### config.mk
export PLATFORM = sky130hd
export DESIGN_NAME = ps2_keyboard_decoder
export DESIGN_NICKNAME = d
export VERILOG_FILES = /design/src/rtl/ps2_keyboard_decoder.sv
export SDC_FILE = /design/constraint.sdc
export NUM_CORES = 1
export LEC_CHECK = 0
export BUFFER_PORTS_ARGS = -buffer_cell sky130_fd_sc_hd__buf_2
export CORE_MARGIN = 4
export CORE_UTILIZATION = 45
export CTS_BUF_LIST = sky130_fd_sc_hd__clkbuf_4 sky130_fd_sc_hd__clkbuf_8
export DETAILED_ROUTE_END_ITERATION = 6
export PLACE_DENSITY_LB_ADDON = 0.25
export SYNTH_ARGS = -nofsm -noshare
export SYNTH_HDL_FRONTEND = slang
export SYNTH_SLANG_ARGS = --single-unit
### constraint.sdc
create_clock -name clk -period 2.6 [get_ports clk]
set_input_delay 0.13 -clock clk [delete_from_list [all_inputs] [get_ports clk]]
set_output_delay 0.13 -clock clk [all_outputs]
set_load 0.02 [all_outputs]
### src/rtl/ps2_keyboard_decoder.sv
// PS/2 keyboard receiver: pin sync, clock deglitch, 11-bit frame capture and
// scan code set 2 prefix decoding into make/break key events.
module ps2_keyboard_decoder #(
  parameter int FILTER_LEN = 8,
  parameter int TIMEOUT    = 24000
) (
  input  logic       clk,
  input  logic       reset_n,
  input  logic       ps2_clk,
  input  logic       ps2_data,
  output logic       key_strobe,
  output logic       key_pressed,
  output logic       key_extended,
  output logic [7:0] key_code,
  output logic       frame_err
);

  typedef enum logic [1:0] {S_IDLE, S_DATA, S_PARITY, S_STOP} state_t;

  state_t      r_state, w_state_nxt;
  logic        r_clk_s1, r_clk_s2, r_dat_s1, r_dat_s2;
  logic        r_fclk, r_fall, r_fbit;
  logic [7:0]  r_fcnt;
  logic [15:0] r_tcnt;
  logic [7:0]  r_shift;
  logic [2:0]  r_bitcnt;
  logic        r_par;
  logic        r_byte_valid, r_frame_err;
  logic        w_bv_nxt, w_err_nxt, w_tout;
  logic        r_ext, r_brk;
  logic [2:0]  r_skip;
  logic        r_key_strobe, r_key_pressed, r_key_extended;
  logic [7:0]  r_key_code;

  function automatic logic is_ctrl(input logic [7:0] b);
    return (b == 8'h00) || (b == 8'hAA) || (b == 8'hEE) || (b == 8'hFA) ||
           (b == 8'hFC) || (b == 8'hFE) || (b == 8'hFF);
  endfunction

  // The filtered level only moves after FILTER_LEN agreeing samples; the
  // data bit is captured on the same edge that raises the fall pulse.
  always_ff @(posedge clk or negedge reset_n) begin
    if (!reset_n) begin
      r_clk_s1 <= 1'b1;
      r_clk_s2 <= 1'b1;
      r_dat_s1 <= 1'b1;
      r_dat_s2 <= 1'b1;
      r_fclk   <= 1'b1;
      r_fcnt   <= '0;
      r_fall   <= 1'b0;
      r_fbit   <= 1'b0;
    end else begin
      r_clk_s1 <= ps2_clk;
      r_clk_s2 <= r_clk_s1;
      r_dat_s1 <= ps2_data;
      r_dat_s2 <= r_dat_s1;
      r_fall   <= 1'b0;
      if (r_clk_s2 != r_fclk) begin
        if (r_fcnt == 8'(FILTER_LEN - 1)) begin
          r_fclk <= r_clk_s2;
          r_fcnt <= '0;
          r_fall <= r_fclk;
          r_fbit <= r_dat_s2;
        end else begin
          r_fcnt <= r_fcnt + 8'd1;
        end
      end else begin
        r_fcnt <= '0;
      end
    end
  end

  assign w_tout = (r_state != S_IDLE) && !r_fall && (r_tcnt == 16'(TIMEOUT - 1));

  always_comb begin
    w_state_nxt = r_state;
    w_bv_nxt    = 1'b0;
    w_err_nxt   = 1'b0;
    case (r_state)
      S_IDLE:   if (r_fall && !r_fbit) w_state_nxt = S_DATA;
      S_DATA:   if (r_fall && r_bitcnt == 3'd7) w_state_nxt = S_PARITY;
      S_PARITY: if (r_fall) w_state_nxt = S_STOP;
      S_STOP: begin
        if (r_fall) begin
          w_state_nxt = S_IDLE;
          if (r_fbit && (^{r_shift, r_par})) w_bv_nxt = 1'b1;
          else w_err_nxt = 1'b1;
        end
      end
      default:  w_state_nxt = S_IDLE;
    endcase
    if (w_tout) begin
      w_state_nxt = S_IDLE;
      w_bv_nxt    = 1'b0;
      w_err_nxt   = 1'b1;
    end
  end

  always_ff @(posedge clk or negedge reset_n) begin
    if (!reset_n) r_state <= S_IDLE;
    else          r_state <= w_state_nxt;
  end

  always_ff @(posedge clk or negedge reset_n) begin
    if (!reset_n) begin
      r_tcnt       <= '0;
      r_shift      <= '0;
      r_bitcnt     <= '0;
      r_par        <= 1'b0;
      r_byte_valid <= 1'b0;
      r_frame_err  <= 1'b0;
    end else begin
      r_byte_valid <= w_bv_nxt;
      r_frame_err  <= w_err_nxt;
      if (r_state == S_IDLE || r_fall || w_tout) r_tcnt <= '0;
      else                                       r_tcnt <= r_tcnt + 16'd1;
      if (r_state == S_IDLE) r_bitcnt <= '0;
      if (r_state == S_DATA && r_fall) begin
        r_shift  <= {r_fbit, r_shift[7:1]};
        r_bitcnt <= r_bitcnt + 3'd1;
      end
      if (r_state == S_PARITY && r_fall) r_par <= r_fbit;
    end
  end

  // Prefix decoder: E1 swallows the remaining seven Pause bytes.
  always_ff @(posedge clk or negedge reset_n) begin
    if (!reset_n) begin
      r_ext          <= 1'b0;
      r_brk          <= 1'b0;
      r_skip         <= '0;
      r_key_strobe   <= 1'b0;
      r_key_pressed  <= 1'b0;
      r_key_extended <= 1'b0;
      r_key_code     <= '0;
    end else begin
      r_key_strobe <= 1'b0;
      if (r_frame_err) begin
        r_ext  <= 1'b0;
        r_brk  <= 1'b0;
        r_skip <= '0;
      end else if (r_byte_valid) begin
        if (r_skip != 3'd0) begin
          r_skip <= r_skip - 3'd1;
        end else if (r_shift == 8'hE1) begin
          r_skip <= 3'd7;
          r_ext  <= 1'b0;
          r_brk  <= 1'b0;
        end else if (r_shift == 8'hE0) begin
          r_ext <= 1'b1;
        end else if (r_shift == 8'hF0) begin
          r_brk <= 1'b1;
        end else if (is_ctrl(r_shift) ||
                     (r_ext && (r_shift == 8'h12 || r_shift == 8'h59))) begin
          r_ext <= 1'b0;
          r_brk <= 1'b0;
        end else begin
          r_key_code     <= r_shift;
          r_key_pressed  <= ~r_brk;
          r_key_extended <= r_ext;
          r_key_strobe   <= 1'b1;
          r_ext          <= 1'b0;
          r_brk          <= 1'b0;
        end
      end
    end
  end

  assign key_strobe   = r_key_strobe;
  assign key_pressed  = r_key_pressed;
  assign key_extended = r_key_extended;
  assign key_code     = r_key_code;
  assign frame_err    = r_frame_err;

endmodule

### Yosys cells after proc, flatten, opt, wreduce, memory -nomap -nowiden

Cells that the tools add are included.

| storage, ports and cells | value |
|---|---|
| register bits after elaboration | 63 |
| logic and storage cells | 136 |
| bits of input ports | 4 |
| output and inout bits | 12 |

| operators by class | value |
|---|---|
| $add $sub $neg | 4 |
| bitwise operators | 7 |
| multiplexer cells | 44 |
| eq/ne operators | 25 |
| reductions and logical operators | 34 |

Operator list:

| operator | number |
|---|---|
| 8-bit == test (second input constant) | 9 |
| 1-bit two-way mux | 29 |
| 3-bit two-way mux | 6 |
| 16-bit by 1-bit adder with 16-bit output (second input constant) | 1 |
| 16-bit by 15-bit == test with 1-bit output (second input constant) | 1 |
| 16-bit two-way mux | 1 |
| 8-bit two-way mux | 2 |
| 3-bit inequality test (second input constant) | 5 |
| 1-bit logical OR | 10 |
| 2-bit two-way mux | 5 |
| 9-bit XOR reduction | 1 |
| 8-bit by 1-bit adder with 8-bit output (second input constant) | 1 |
| 8-bit by 3-bit == test with 1-bit output (second input constant) | 1 |
| 8-bit by 5-bit == test with 1-bit output (second input constant) | 1 |
| 8-bit by 7-bit == test with 1-bit output (second input constant) | 1 |
| 1-bit logical AND | 8 |
| 8-bit zero test | 1 |
| 2-bit case mux with 4 select lines | 1 |
| 1-bit NOT | 7 |
| 7-bit AND reduction | 1 |
| 3-bit AND reduction | 2 |
| 2-bit nonzero test | 3 |
| 3-bit nonzero test | 2 |
| 2-bit == test (second input constant) | 2 |
| other kinds (11) | 13 |

### Logic depth before layout (Yosys ltp)

| depth | value |
|---|---|
| depth after elaboration | 15 |
| mapped depth | 7 |
| depth with buffers taken out | 7 |

### Worst setup path before layout

OpenSTA, ideal clock, no wires.

| timing | value |
|---|---|
| kind | flip-flop to flip-flop |
| start point | register r_shift[1] |
| end point | register r_key_code[0], in the netlist key_code[0] |
| setup time | 125 ps |
| stages on the path, launching flop included | 8 |
| data required time | 2,475 ps |
| setup slack | 723 ps |
| arrival time | 1,752 ps |
| clock period less this slack | 1,877 ps |
| path buffers | 2 |
| path through | dfrtp_1 -> buf_6 -> or3_4 -> nand2b_4 -> a311oi_2 -> nor4_2 -> buf_6 -> mux2_4 |

| on the way | value |
|---|---|
| word-level cells in the longest chain between the ends | 10 |
| elaborated cells between the ends (all ways) | 26 |
| classes of those cells | 11 x eq/ne; 4 x bitwise; 11 x reduce/logical |

Ends and longest elaborated chain:

| element | line | RTL |
|---|---|---|
| start, declared | 25 | `logic [7:0] r_shift;` |
| start signal, assigned | 119 | `r_shift <= {r_fbit, r_shift[7:1]};` |
| 8-bit == test or 8-bit zero test (tied branches) | 36 | `return (b == 8'h00) \|\| (b == 8'hAA) \|\| (b == 8'hEE) \|\| (b == 8'hFA) \|\|` |
| 1-bit logical OR (4 in a row) | 36 |  |
| 1-bit logical OR (2 in a row) | 37 | `(b == 8'hFC) \|\| (b == 8'hFE) \|\| (b == 8'hFF);` |
| 1-bit logical OR | 153 | `end else if (is_ctrl(r_shift) \|\|` |
| 1-bit NOT (no line) | n/a |  |
| 7-bit AND reduction (no line) (*) | n/a |  |
| end signal, assigned | 158 | `r_key_code <= r_shift;` |
| end, declared | 33 | `logic [7:0] r_key_code;` |

Mark *: on every way between the ends. The rest lies on a longest branch, timed or not.
A chain may end at the register's enable or synchronous reset.

### Worst setup path in the final report

| timing | value |
|---|---|
| start point | register r_shift[1] |
| end point | register r_key_code[1], in the netlist key_code[1] |

| on the way | value |
|---|---|
| word-level cells in the longest chain between the ends | 10 |
| elaborated cells between the ends (all ways) | 26 |
| classes of those cells | 11 x eq/ne; 4 x bitwise; 11 x reduce/logical |

Ends and longest elaborated chain:

| element | line |
|---|---|
| 8-bit == test or 8-bit zero test (tied branches) | 36 |
| 1-bit logical OR (4 in a row) | 36 |
| 1-bit logical OR (2 in a row) | 37 |
| 1-bit logical OR | 153 |
| 1-bit NOT (no line) | n/a |
| 7-bit AND reduction (no line) | n/a |

Several ways; a longest one is shown, not always the timed one.

==> impl_metrics.json <==
{
  "cp.required_ps": 2820,
  "rsz0062_at_grt": "no",
  "synth_area_leaders": "dfrtp_1 (48%), xnor2_1 (4.6%), nor2_1 (4.6%)",
  "fin_util_pct": 52.5,
  "outcome": "complete, no violations",
  "cts_resized": 0,
  "seq_power_share_pct": 50.5,
  "path_depth": 6,
  "finalHoldViolations": 0,
  "drc": 0,
  "cp_top_family": "simple AND/OR/NAND/NOR gates",
  "finalMaxSlewViolations": 0,
  "grt_pass1_wl_mm": 8.78,
  "comb_power_share_pct": 16.7,
  "start_kind": "flop",
  "fin_setup_tns_ps": 0,
  "io_buffer_count": 15,
  "setup_viol": 0,
  "synth_top_area_share_pct": 47.6,
  "worst_slew_pin_slew_ps": 712,
  "yosysTopAreaCell": "dfrtp_1",
  "layout_common_cells": "dfrtp_1 (58), nor2_1 (37), xnor2_1 (16)",
  "ys_seq_area_share_pct": 52.0,
  "switchingPower_mw": 0.643,
  "diodes": 0,
  "cts_tree": "yes",
  "clk_pin_slew_ps": 70,
  "gr-total-overflow": 0,
  "holdPathStages": 0,
  "dieArea_mm2": 0.00815,
  "vias": 1966,
  "total_power_mw": 2.24,
  "p_int_mw": 1.60,
  "cp_slowest_cell": "dfrtp_1",
  "fin_crit_sh_pct": 76.7,
  "grt_pass1_vias": 1954,
  "antenna_found_initial": 0,
  "ir_drop_mv": 0.423,
  "worst_r2r_path_depth": 6,
  "endpoint_kind": "flop",
  "syn_inst": 272,
  "routed_wirelength_mm": 4.94,
  "min_period_ps": 1990,
  "synth_seq_cells": 63,
  "fillCellCount": 578,
  "numCtsBuffers": 9,
  "avgRoutedWirePerCell_um": 13.1,
  "synth_area_mm2": 0.00305,
  "grt.total_usage_pct": 13.3,
  "power_frac_clock_pct": 32.8,
  "critPathKind": "reg -> reg",
  "switching_share_pct": 28.7,
  "leakage_nw": 1.59,
  "finalInstanceArea_mm2": 0.00339,
  "nets": 308,
  "hpwl_mm": 3.39,
  "cts_root_buf": "clkbuf_8",
  "layout_commonest_cell": "dfrtp_1",
  "die_height_um": 90.3,
  "holdPathEnd": "r_dat_s2",
  "first_pass_iters": 6,
  "postRouteAntennaNets": 0,
  "max_freq_mhz": 502,
  "drive_gt1_share_pct": 21.4,
  "gp_congestion": 0.746,
  "pre_cts_ws_ps": 616,
  "h-tree-depth": 3,
  "rows": 29,
  "synth-edff-count": 0,
  "synthArstFlopShare_pct": 100,
  "hold_path_startpoint": "r_dat_s1",
  "maxCapViolCount": 0,
  "slew_headroom_pct": 52.6,
  "synth_ff_type": "dfrtp_1",
  "grt_max_degree": 34,
  "core_mm2": 0.00646,
  "start_util_pct": 47.2,
  "placed_area_mm2": 0.00319,
  "viasPerCell": 5.23,
  "io_pins": 16,
  "clockBufferDepth": 2,
  "synthDistinctLibCells": 48,
  "critPathBufInv": 1,
  "path_max_fanout": 11,
  "rrSetupSlack_ps": 610,
  "clock-sinks": 63,
  "pwr_density_cell_mw_per_mm2": 661,
  "setup_ws_ps": 606,
  "worstPathCellList": "or3_4 -> nand2b_4 -> a311oi_2 -> nor4_2 -> buf_4 -> mux2_4",
  "syn_nets": 286,
  "min_path_type": "reg -> reg",
  "syn_area_per_cell_um2": 11.2,
  "yosysWarnings": 0,
  "crit-reg2reg-launch": "r_shift[1]",
  "clock_latency_ps": 340,
  "fin_skew_ps": 8.25,
  "die_x_um": 90.3,
  "cp.arrival_ps": 2220,
  "area_delta_synth_final_pct": 11.2,
  "drt_iter0_markers": 62,
  "r2r_end": "key_code[1]",
  "critical-path-max-stage-delay_ps": 480
}
==> power groups by stage <==
stage	Sequential, mW	Combinational (mW)	Clock [mW]
after floorplan	1.13	0.296	0
after global placement	1.15	0.371	0
after detailed placement	1.15	0.375	0
after CTS	1.13	0.380	0.762
after global routing	1.14	0.426	0.808
final	1.13	0.373	0.735
==> cell usage after synthesis, types with 4 or more instances <==
cell type,instances
o21ai_0,6
dfrtp_1,58
mux2_2,11
and3_1,6
xnor2_1,16
nor3_1,8
inv_1,12
nand3_1,15
mux2_4,7
ha_1,10
nor2b_1,4
nor2_1,37
dfstp_2,5
nand2_1,13
xor2_1,11
==> layout make-up <==
type / instances / area (µm²) / area share (%)
clock buffer: 12 / 146 / 4.32
clock inverter: 4 / 22.5 / 0.665
inverter: 12 / 45.0 / 1.33
multi-input combinational: 188 / 1360 / 40.2
sequential: 63 / 1580 / 46.7
tap: 77 / 96.3 / 2.84
timing repair buffer: 20 / 133 / 3.91
==> through the flow <==
step	cells	hold WS, ps
after floorplan	272	-166
after global placement	357	220
after detailed placement	357	225
after CTS	376	357
after global routing	376	362
final	376	356
==> worst register-to-register path, cell delays in order, from the launching register on <==
cell and delay, ps:
dfrtp_1 480, or3_4 450, nand2b_4 150, a311oi_2 210
nor4_2 80, buf_4 200, mux2_4 310
==> metal layers <==
metal  vias to the layer above  global-route usage (%)  share of wire [%]
met5                         -                       0                  0
met4                         0                    6.12                2.0
met3                        11                    4.17                4.8
met2                        38                    20.1                 45
met1                       944                    17.5                 48
li1                        973                       -                  -
==> timing repair <==
| item | in CTS | in global routing |
|---|---|---|
| setup buffers | 0 | 0 |
| hold buffers | 3 | 0 |
| endpoints found under the hold margin | 32 | 0 |
==> sequential cells by signal (all words and copies together) (netlist names), 2 cells and up <==
name,flops
key_code,8
r_bitcnt,3
r_fcnt,8
r_shift,8
r_skip,3
r_state,2
r_tcnt,16
==> logic make-up (layout without fill, tap and decap cells) <==
kind of cell / count (synthesis) / count (layout) / synth area share, %
AO/OA/AOI/OAI: 21 / 21 / 5.18
XOR/XNOR: 28 / 28 / 8.50
adder cells (fa/ha/maj): 10 / 10 / 4.11
buffers and inverters: 21 / 48 / 3.33
flip-flops: 63 / 63 / 52.0
multiplexers: 20 / 20 / 8.17
AND/OR/NAND/NOR: 109 / 109 / 18.8
==> worst max path at each step <==
| stage | startpoint | endpoint |
|---|---|---|
| global route | r_skip[1] | key_code[7] |
| floorplan | r_shift[1] | key_code[0] |
| detailed placement | r_shift[1] | key_code[1] |
| global placement | r_shift[1] | key_code[1] |
| finish | r_shift[1] | key_code[1] |
| CTS | r_shift[1] | key_extended |
Note: power is estimated with default switching activity, not from simulation.
